**src/rtl/alu_arbiter.sv**
```systemverilog
// Round-robin arbiter that shares one combinational ALU between N requesters.
// Grants one requester per 3-cycle IDLE/ISSUE/DONE transaction and returns its captured result.
module alu_arbiter #(
    parameter int N    = 4,
    parameter int DW   = 8,
    parameter int IDXW = $clog2(N)
) (
    input  logic              clk,
    input  logic              reset,
    input  logic [N-1:0]      req,
    input  logic [N*8-1:0]    opcode_i,
    input  logic [N*DW-1:0]   a_i,
    input  logic [N*DW-1:0]   b_i,
    output logic [N-1:0]      gnt,
    output logic [N-1:0]      done,
    output logic [DW-1:0]     result_o,
    output logic [4:0]        flags_o,
    output logic              err_o,
    output logic              busy,
    output logic [7:0]        alu_opcode,
    output logic [DW-1:0]     alu_a,
    output logic [DW-1:0]     alu_b,
    input  logic [DW-1:0]     alu_result,
    input  logic [4:0]        alu_flags
);

    localparam logic [7:0] OP_NOP = 8'hFF;
    localparam logic [7:0] OP_DIV = 8'h03;
    localparam logic [7:0] OP_MOD = 8'h04;

    typedef enum logic [1:0] {
        S_IDLE  = 2'd0,
        S_ISSUE = 2'd1,
        S_DONE  = 2'd2
    } state_t;

    state_t            state_reg, state_next;
    logic [IDXW-1:0]   idx_reg, idx_next;
    logic [IDXW-1:0]   last_reg, last_next;
    logic              div0_reg, div0_next;
    logic [N-1:0]      gnt_reg, gnt_next;
    logic [N-1:0]      done_reg, done_next;
    logic [DW-1:0]     result_reg, result_next;
    logic [4:0]        flags_reg, flags_next;
    logic              err_reg, err_next;
    logic              busy_reg, busy_next;
    logic [7:0]        alu_opcode_reg, alu_opcode_next;
    logic [DW-1:0]     alu_a_reg, alu_a_next;
    logic [DW-1:0]     alu_b_reg, alu_b_next;

    logic [7:0]        op_arr [N];
    logic [DW-1:0]     a_arr  [N];
    logic [DW-1:0]     b_arr  [N];

    logic              pick_valid;
    logic [IDXW-1:0]   pick_idx;
    logic [IDXW-1:0]   pick_cand;
    logic [7:0]        sel_op;
    logic [DW-1:0]     sel_b;
    logic              sel_div0;

    genvar gi;
    generate
        for (gi = 0; gi < N; gi++) begin : g_unpack
            assign op_arr[gi] = opcode_i[8*gi +: 8];
            assign a_arr[gi]  = a_i[DW*gi +: DW];
            assign b_arr[gi]  = b_i[DW*gi +: DW];
        end
    endgenerate

    // Scan from furthest to nearest after last, so the nearest requester wins.
    always_comb begin
        pick_valid = 1'b0;
        pick_idx   = '0;
        pick_cand  = '0;
        for (int i = N; i >= 1; i--) begin
            pick_cand = IDXW'((int'(last_reg) + i) % N);
            if (req[pick_cand]) begin
                pick_valid = 1'b1;
                pick_idx   = pick_cand;
            end
        end
    end

    assign sel_op   = op_arr[pick_idx];
    assign sel_b    = b_arr[pick_idx];
    assign sel_div0 = ((sel_op == OP_DIV) || (sel_op == OP_MOD)) && (sel_b == '0);

    always_ff @(posedge clk) begin
        if (!reset) begin
            state_reg      <= S_IDLE;
            idx_reg        <= '0;
            last_reg       <= IDXW'(N - 1);
            div0_reg       <= 1'b0;
            gnt_reg        <= '0;
            done_reg       <= '0;
            result_reg     <= '0;
            flags_reg      <= '0;
            err_reg        <= 1'b0;
            busy_reg       <= 1'b0;
            alu_opcode_reg <= OP_NOP;
            alu_a_reg      <= '0;
            alu_b_reg      <= '0;
        end else begin
            state_reg      <= state_next;
            idx_reg        <= idx_next;
            last_reg       <= last_next;
            div0_reg       <= div0_next;
            gnt_reg        <= gnt_next;
            done_reg       <= done_next;
            result_reg     <= result_next;
            flags_reg      <= flags_next;
            err_reg        <= err_next;
            busy_reg       <= busy_next;
            alu_opcode_reg <= alu_opcode_next;
            alu_a_reg      <= alu_a_next;
            alu_b_reg      <= alu_b_next;
        end
    end

    always_comb begin
        state_next = state_reg;
        case (state_reg)
            S_IDLE:  if (pick_valid) state_next = S_ISSUE;
            S_ISSUE: state_next = S_DONE;
            S_DONE:  state_next = S_IDLE;
            default: state_next = S_IDLE;
        endcase
    end

    always_comb begin
        idx_next        = idx_reg;
        last_next       = last_reg;
        div0_next       = div0_reg;
        gnt_next        = gnt_reg;
        done_next       = done_reg;
        result_next     = result_reg;
        flags_next      = flags_reg;
        err_next        = err_reg;
        busy_next       = busy_reg;
        alu_opcode_next = alu_opcode_reg;
        alu_a_next      = alu_a_reg;
        alu_b_next      = alu_b_reg;
        case (state_reg)
            S_IDLE: begin
                alu_opcode_next = OP_NOP;
                if (pick_valid) begin
                    idx_next           = pick_idx;
                    div0_next          = sel_div0;
                    gnt_next           = '0;
                    gnt_next[pick_idx] = 1'b1;
                    busy_next          = 1'b1;
                    // A divide by zero never reaches the ALU; it sees a NOP instead.
                    alu_opcode_next    = sel_div0 ? OP_NOP : sel_op;
                    alu_a_next         = a_arr[pick_idx];
                    alu_b_next         = sel_b;
                end
            end
            S_ISSUE: begin
                done_next   = gnt_reg;
                result_next = div0_reg ? '1 : alu_result;
                flags_next  = div0_reg ? 5'b0 : alu_flags;
                err_next    = div0_reg;
            end
            S_DONE: begin
                last_next       = idx_reg;
                gnt_next        = '0;
                done_next       = '0;
                busy_next       = 1'b0;
                err_next        = 1'b0;
                alu_opcode_next = OP_NOP;
            end
            default: ;
        endcase
    end

    assign gnt        = gnt_reg;
    assign done       = done_reg;
    assign result_o   = result_reg;
    assign flags_o    = flags_reg;
    assign err_o      = err_reg;
    assign busy       = busy_reg;
    assign alu_opcode = alu_opcode_reg;
    assign alu_a      = alu_a_reg;
    assign alu_b      = alu_b_reg;

endmodule

```
**config.mk**
```make
export PLATFORM = sky130hd
export DESIGN_NAME = alu_arbiter
export DESIGN_NICKNAME = d
export VERILOG_FILES = /design/src/rtl/alu_arbiter.sv
export SDC_FILE = /design/constraint.sdc
export NUM_CORES = 1
export LEC_CHECK = 0
export ABC_CLOCK_PERIOD_IN_PS = 2860
export CAP_MARGIN = 15
export CORE_MARGIN = 8
export CORE_UTILIZATION = 40
export DETAILED_ROUTE_END_ITERATION = 8
export PLACE_DENSITY = 0.81
export SLEW_MARGIN = 20
export SYNTH_ARGS = -nofsm -noshare
export SYNTH_HDL_FRONTEND = slang
export SYNTH_SLANG_ARGS = --single-unit
```
**constraint.sdc**
```tcl
create_clock -name clk -period 2.86 [get_ports clk]
set_input_delay 0.429 -clock clk [delete_from_list [all_inputs] [get_ports clk]]
set_output_delay 0.429 -clock clk [all_outputs]
set_load 0.05 [all_outputs]
```
==> impl_metrics.env <==
export IMPL_design_area_um2=5250
export IMPL_cts_tree="built"
export IMPL_setup_viol=0
export IMPL_dr_wl_met2_um=6080
export IMPL_slew_headroom_pct=62.9
export IMPL_globalRouteOverflowTotal=0
export IMPL_clockRootBuffer="clkbuf_8"
export IMPL_fmax_ghz=0.357
export IMPL_io_pins=162
export IMPL_r2r_setup_slack_ps=240
export IMPL_drtPass1Iterations=5
export IMPL_area_delta_synth_final_pct=67.2
export IMPL_vias_per_cell=5.36
export IMPL_critPathArrivalTime_ps=3050
export IMPL_grt_max_degree=28
export IMPL_cts_sinks=54
export IMPL_fin_crit_ps=2800
export IMPL_insertion_delay_ps=310
export IMPL_first_global_vias=3756
export IMPL_r2r_cells=10
export IMPL_clkTransAtPathRegs_ps=100
export IMPL_reg2reg_from="last_reg[1]"
export IMPL_dr_first_iter_drc_count=214
export IMPL_slowest_delay_ps=520
export IMPL_finalPower_uw=2560
export IMPL_status="finished clean"
export IMPL_min_path_type="reg2reg"
export IMPL_crit_type="in2reg"
export IMPL_grt_pass1_wl_um=18000
export IMPL_cp_cell_sequence="clkdlybuf4s50_1 -> nor2_1 -> a211oi_4 -> buf_12 -> buf_8 -> mux2i_2 -> nand4_1 -> a211o_1 -> nor4_4 -> buf_4 -> o32a_1"
export IMPL_slew_violations=0
export IMPL_path_buf_inv=4
export IMPL_syn_nets=517
export IMPL_dr_wl_met3_um=955
export IMPL_m1WireLength_um=4350
export IMPL_dp_cells=663
export IMPL_grtUsageTotal_pct=20.0
export IMPL_die_h_um=105
export IMPL_cts_htree_levels=2
export IMPL_leakage_uw=0.00207
export IMPL_start_kind="input port"
export IMPL_worstSetupEndpointType="flop"
export IMPL_skew_ps=8.91
export IMPL_die_area_um2=10900
export IMPL_ys_seq_elements=54
export IMPL_synth_warnings=0
export IMPL_diodes=0
export IMPL_cts_max_path_buffers=2
export IMPL_rr_endpoint="alu_opcode[7]"
export IMPL_drc_errors=0
export IMPL_synth_seq_area_share_pct=34.5
export IMPL_antenna_left=0
export IMPL_crit_required_ps=3110
export IMPL_io_buffer_count=161
export IMPL_avgSynthCellArea_um2=7.88
export IMPL_numCtsBuffers=5
export IMPL_netlist_area_um2=3140
export IMPL_placed_cell_area_um2=5020
export IMPL_final_cells=676
export IMPL_nets=692
export IMPL_vdd_drop_max_mv=0.285
export IMPL_hold_start="alu_b[3]"
export IMPL_synth_distinct_cells=47
export IMPL_cp_max_fo=7
export IMPL_start_util_pct=41.0
export IMPL_crit_slowest_cell="clkdlybuf4s50_1"
export IMPL_synth_cells=398
export IMPL_gp_congestion=0.914
export IMPL_worstMarginPinSlew_ps=554
export IMPL_hold_buffers=0
export IMPL_power_density_nw_per_um2=489
export IMPL_hpwl_um=9350
export IMPL_drive_above_1_share_pct=12.0
export IMPL_whs_endpoint="alu_b[3]"
export IMPL_antenna_found_initial=0
export IMPL_finalCritPeriodShare_pct=97.9
export IMPL_drv_cap=0
export IMPL_hold_depth=2
export IMPL_core_area_um2=7650
export IMPL_die_width_um=105
export IMPL_rows=32
export IMPL_crit_family="buffers and inverters"
export IMPL_routed_wl_um=11600
export IMPL_hold_viol=0
export IMPL_vias=3622
export IMPL_top_layer="met4"
export IMPL_wl_per_cell_um=17.2
[cells by family after synthesis]
family	after synthesis	share of synthesized area, %
buffers and inverters	40	5.19
DFF	54	34.5
and+or+nand+nor	200	31.1
AOI/OAI and AO/OA	79	20.9
muxes	21	6.74
adders and majority gates	4	1.60
[cell usage after synthesis (all sizes together)]
master / number / area share, %
a32o: 4 / 1.3
o22ai: 2 / 0.40
o211a: 1 / 0.32
nor4: 4 / 1.3
and3: 5 / 1.0
a21oi: 14 / 2.2
and2: 3 / 0.60
o221a: 8 / 2.9
o41ai: 4 / 1.1
dfxtp: 54 / 34
a311o: 1 / 0.32
or3: 1 / 0.20
nand2: 94 / 11
nand2b: 8 / 1.6
a211o: 2 / 0.56
o32a: 9 / 2.9
mux2: 1 / 0.36
o32ai: 1 / 0.88
buf: 6 / 1.1
o21ai: 1 / 0.16
nor3: 1 / 0.16
inv: 9 / 1.1
o211ai: 1 / 0.24
clkbuf: 25 / 3.0
o311ai: 1 / 0.28
o21a: 1 / 0.24
or4: 3 / 0.84
nor2: 8 / 0.96
a221oi: 1 / 0.48
nand3: 47 / 7.5
nor2b: 15 / 3.0
a211oi: 4 / 0.96
mux2i: 20 / 6.4
a21boi: 22 / 5.3
a31o: 1 / 0.28
nand3b: 4 / 0.96
ha: 4 / 1.6
a31oi: 1 / 0.20
nand4: 2 / 0.40
nor3b: 5 / 1.4
[per-layer routing]
| layer | vias up | track usage [%] |
|---|---|---|
| met5 | - | 0 |
| met4 | 0 | 6.31 |
| met3 | 18 | 6.51 |
| met2 | 145 | 38.0 |
| met1 | 1689 | 20.1 |
| li1 | 1770 | - |
[through the flow]
stage | TNS (ps) | setup WS, ps | utilization, % | hold WS [ps]
after floorplan | 0 | 232 | - | 443
after global placement | -1830 | -211 | 65.6 | 448
after detailed placement | -2390 | -282 | 65.6 | 457
after CTS | 0 | 26.0 | 67.1 | 471
after global routing | -328 | -62.4 | 68.6 | 487
final | 0 | 61.2 | 68.6 | 466
[worst max path at each step]
stage	from	end	slack (ps)	depth (start not counted)
CTS	req[0]	alu_opcode[7]	30	11
detailed placement	req[0]	alu_opcode[7]	-280	10
floorplan	req[0]	alu_opcode[1]	230	8
finish	req[2]	alu_opcode[7]	60	11
global placement	req[0]	alu_opcode[5]	-210	10
global route	req[2]	alu_opcode[5]	-60	11
[worst min-delay path: cells and delay by family, from the launching register on]
kind / cells / cell delay, ps
compound gates: 1 / 60
flops: 1 / 320
simple gates: 1 / 40
[power breakdown]
group	switching (uW)	total (uW)	internal [uW]
Sequential	50.9	885	834
Combinational	651	1170	521
Clock	246	507	261
[final cells by class]
| type | instances | area (um2) |
|---|---|---|
| Fill cell | 625 | 2400 |
| Multi-Input combinational cell | 304 | 1950 |
| Timing Repair Buffer | 199 | 1940 |
| Sequential cell | 54 | 1080 |
| Tap cell | 102 | 128 |
| Clock buffer | 6 | 72.6 |
| Clock inverter | 2 | 37.5 |
| Inverter | 9 | 33.8 |
[cells in the final DEF (no fill, tap or decap), types with 2 or more instances in the layout]
master           count
a211oi_1             2
nand3b_1             4
clkdlybuf4s50_1    158
clkbuf_8             5
a211o_1              2
inv_1                8
a21oi_1             14
dfxtp_1             54
nor2_1               8
nand2_1             94
and3_1               5
a21boi_0            22
mux2i_2              4
o22ai_1              2
nor3b_1              4
a32o_1               4
nand3_1             47
or4_1                2
nor4_1               3
o41ai_1              4
o32a_1               9
mux2i_1             15
dlymetal6s2s_1       3
buf_4               35
nand2b_1             7
nor2b_1             15
ha_1                 4
o221a_2              8
and2_1               3
nand4_1              2
[timing repair]
action	in CTS	in global routing
gates resized for setup	0	14
endpoints found under the setup margin	0	9
buffers inserted	0	4
Power figures use the tool's default switching activity.
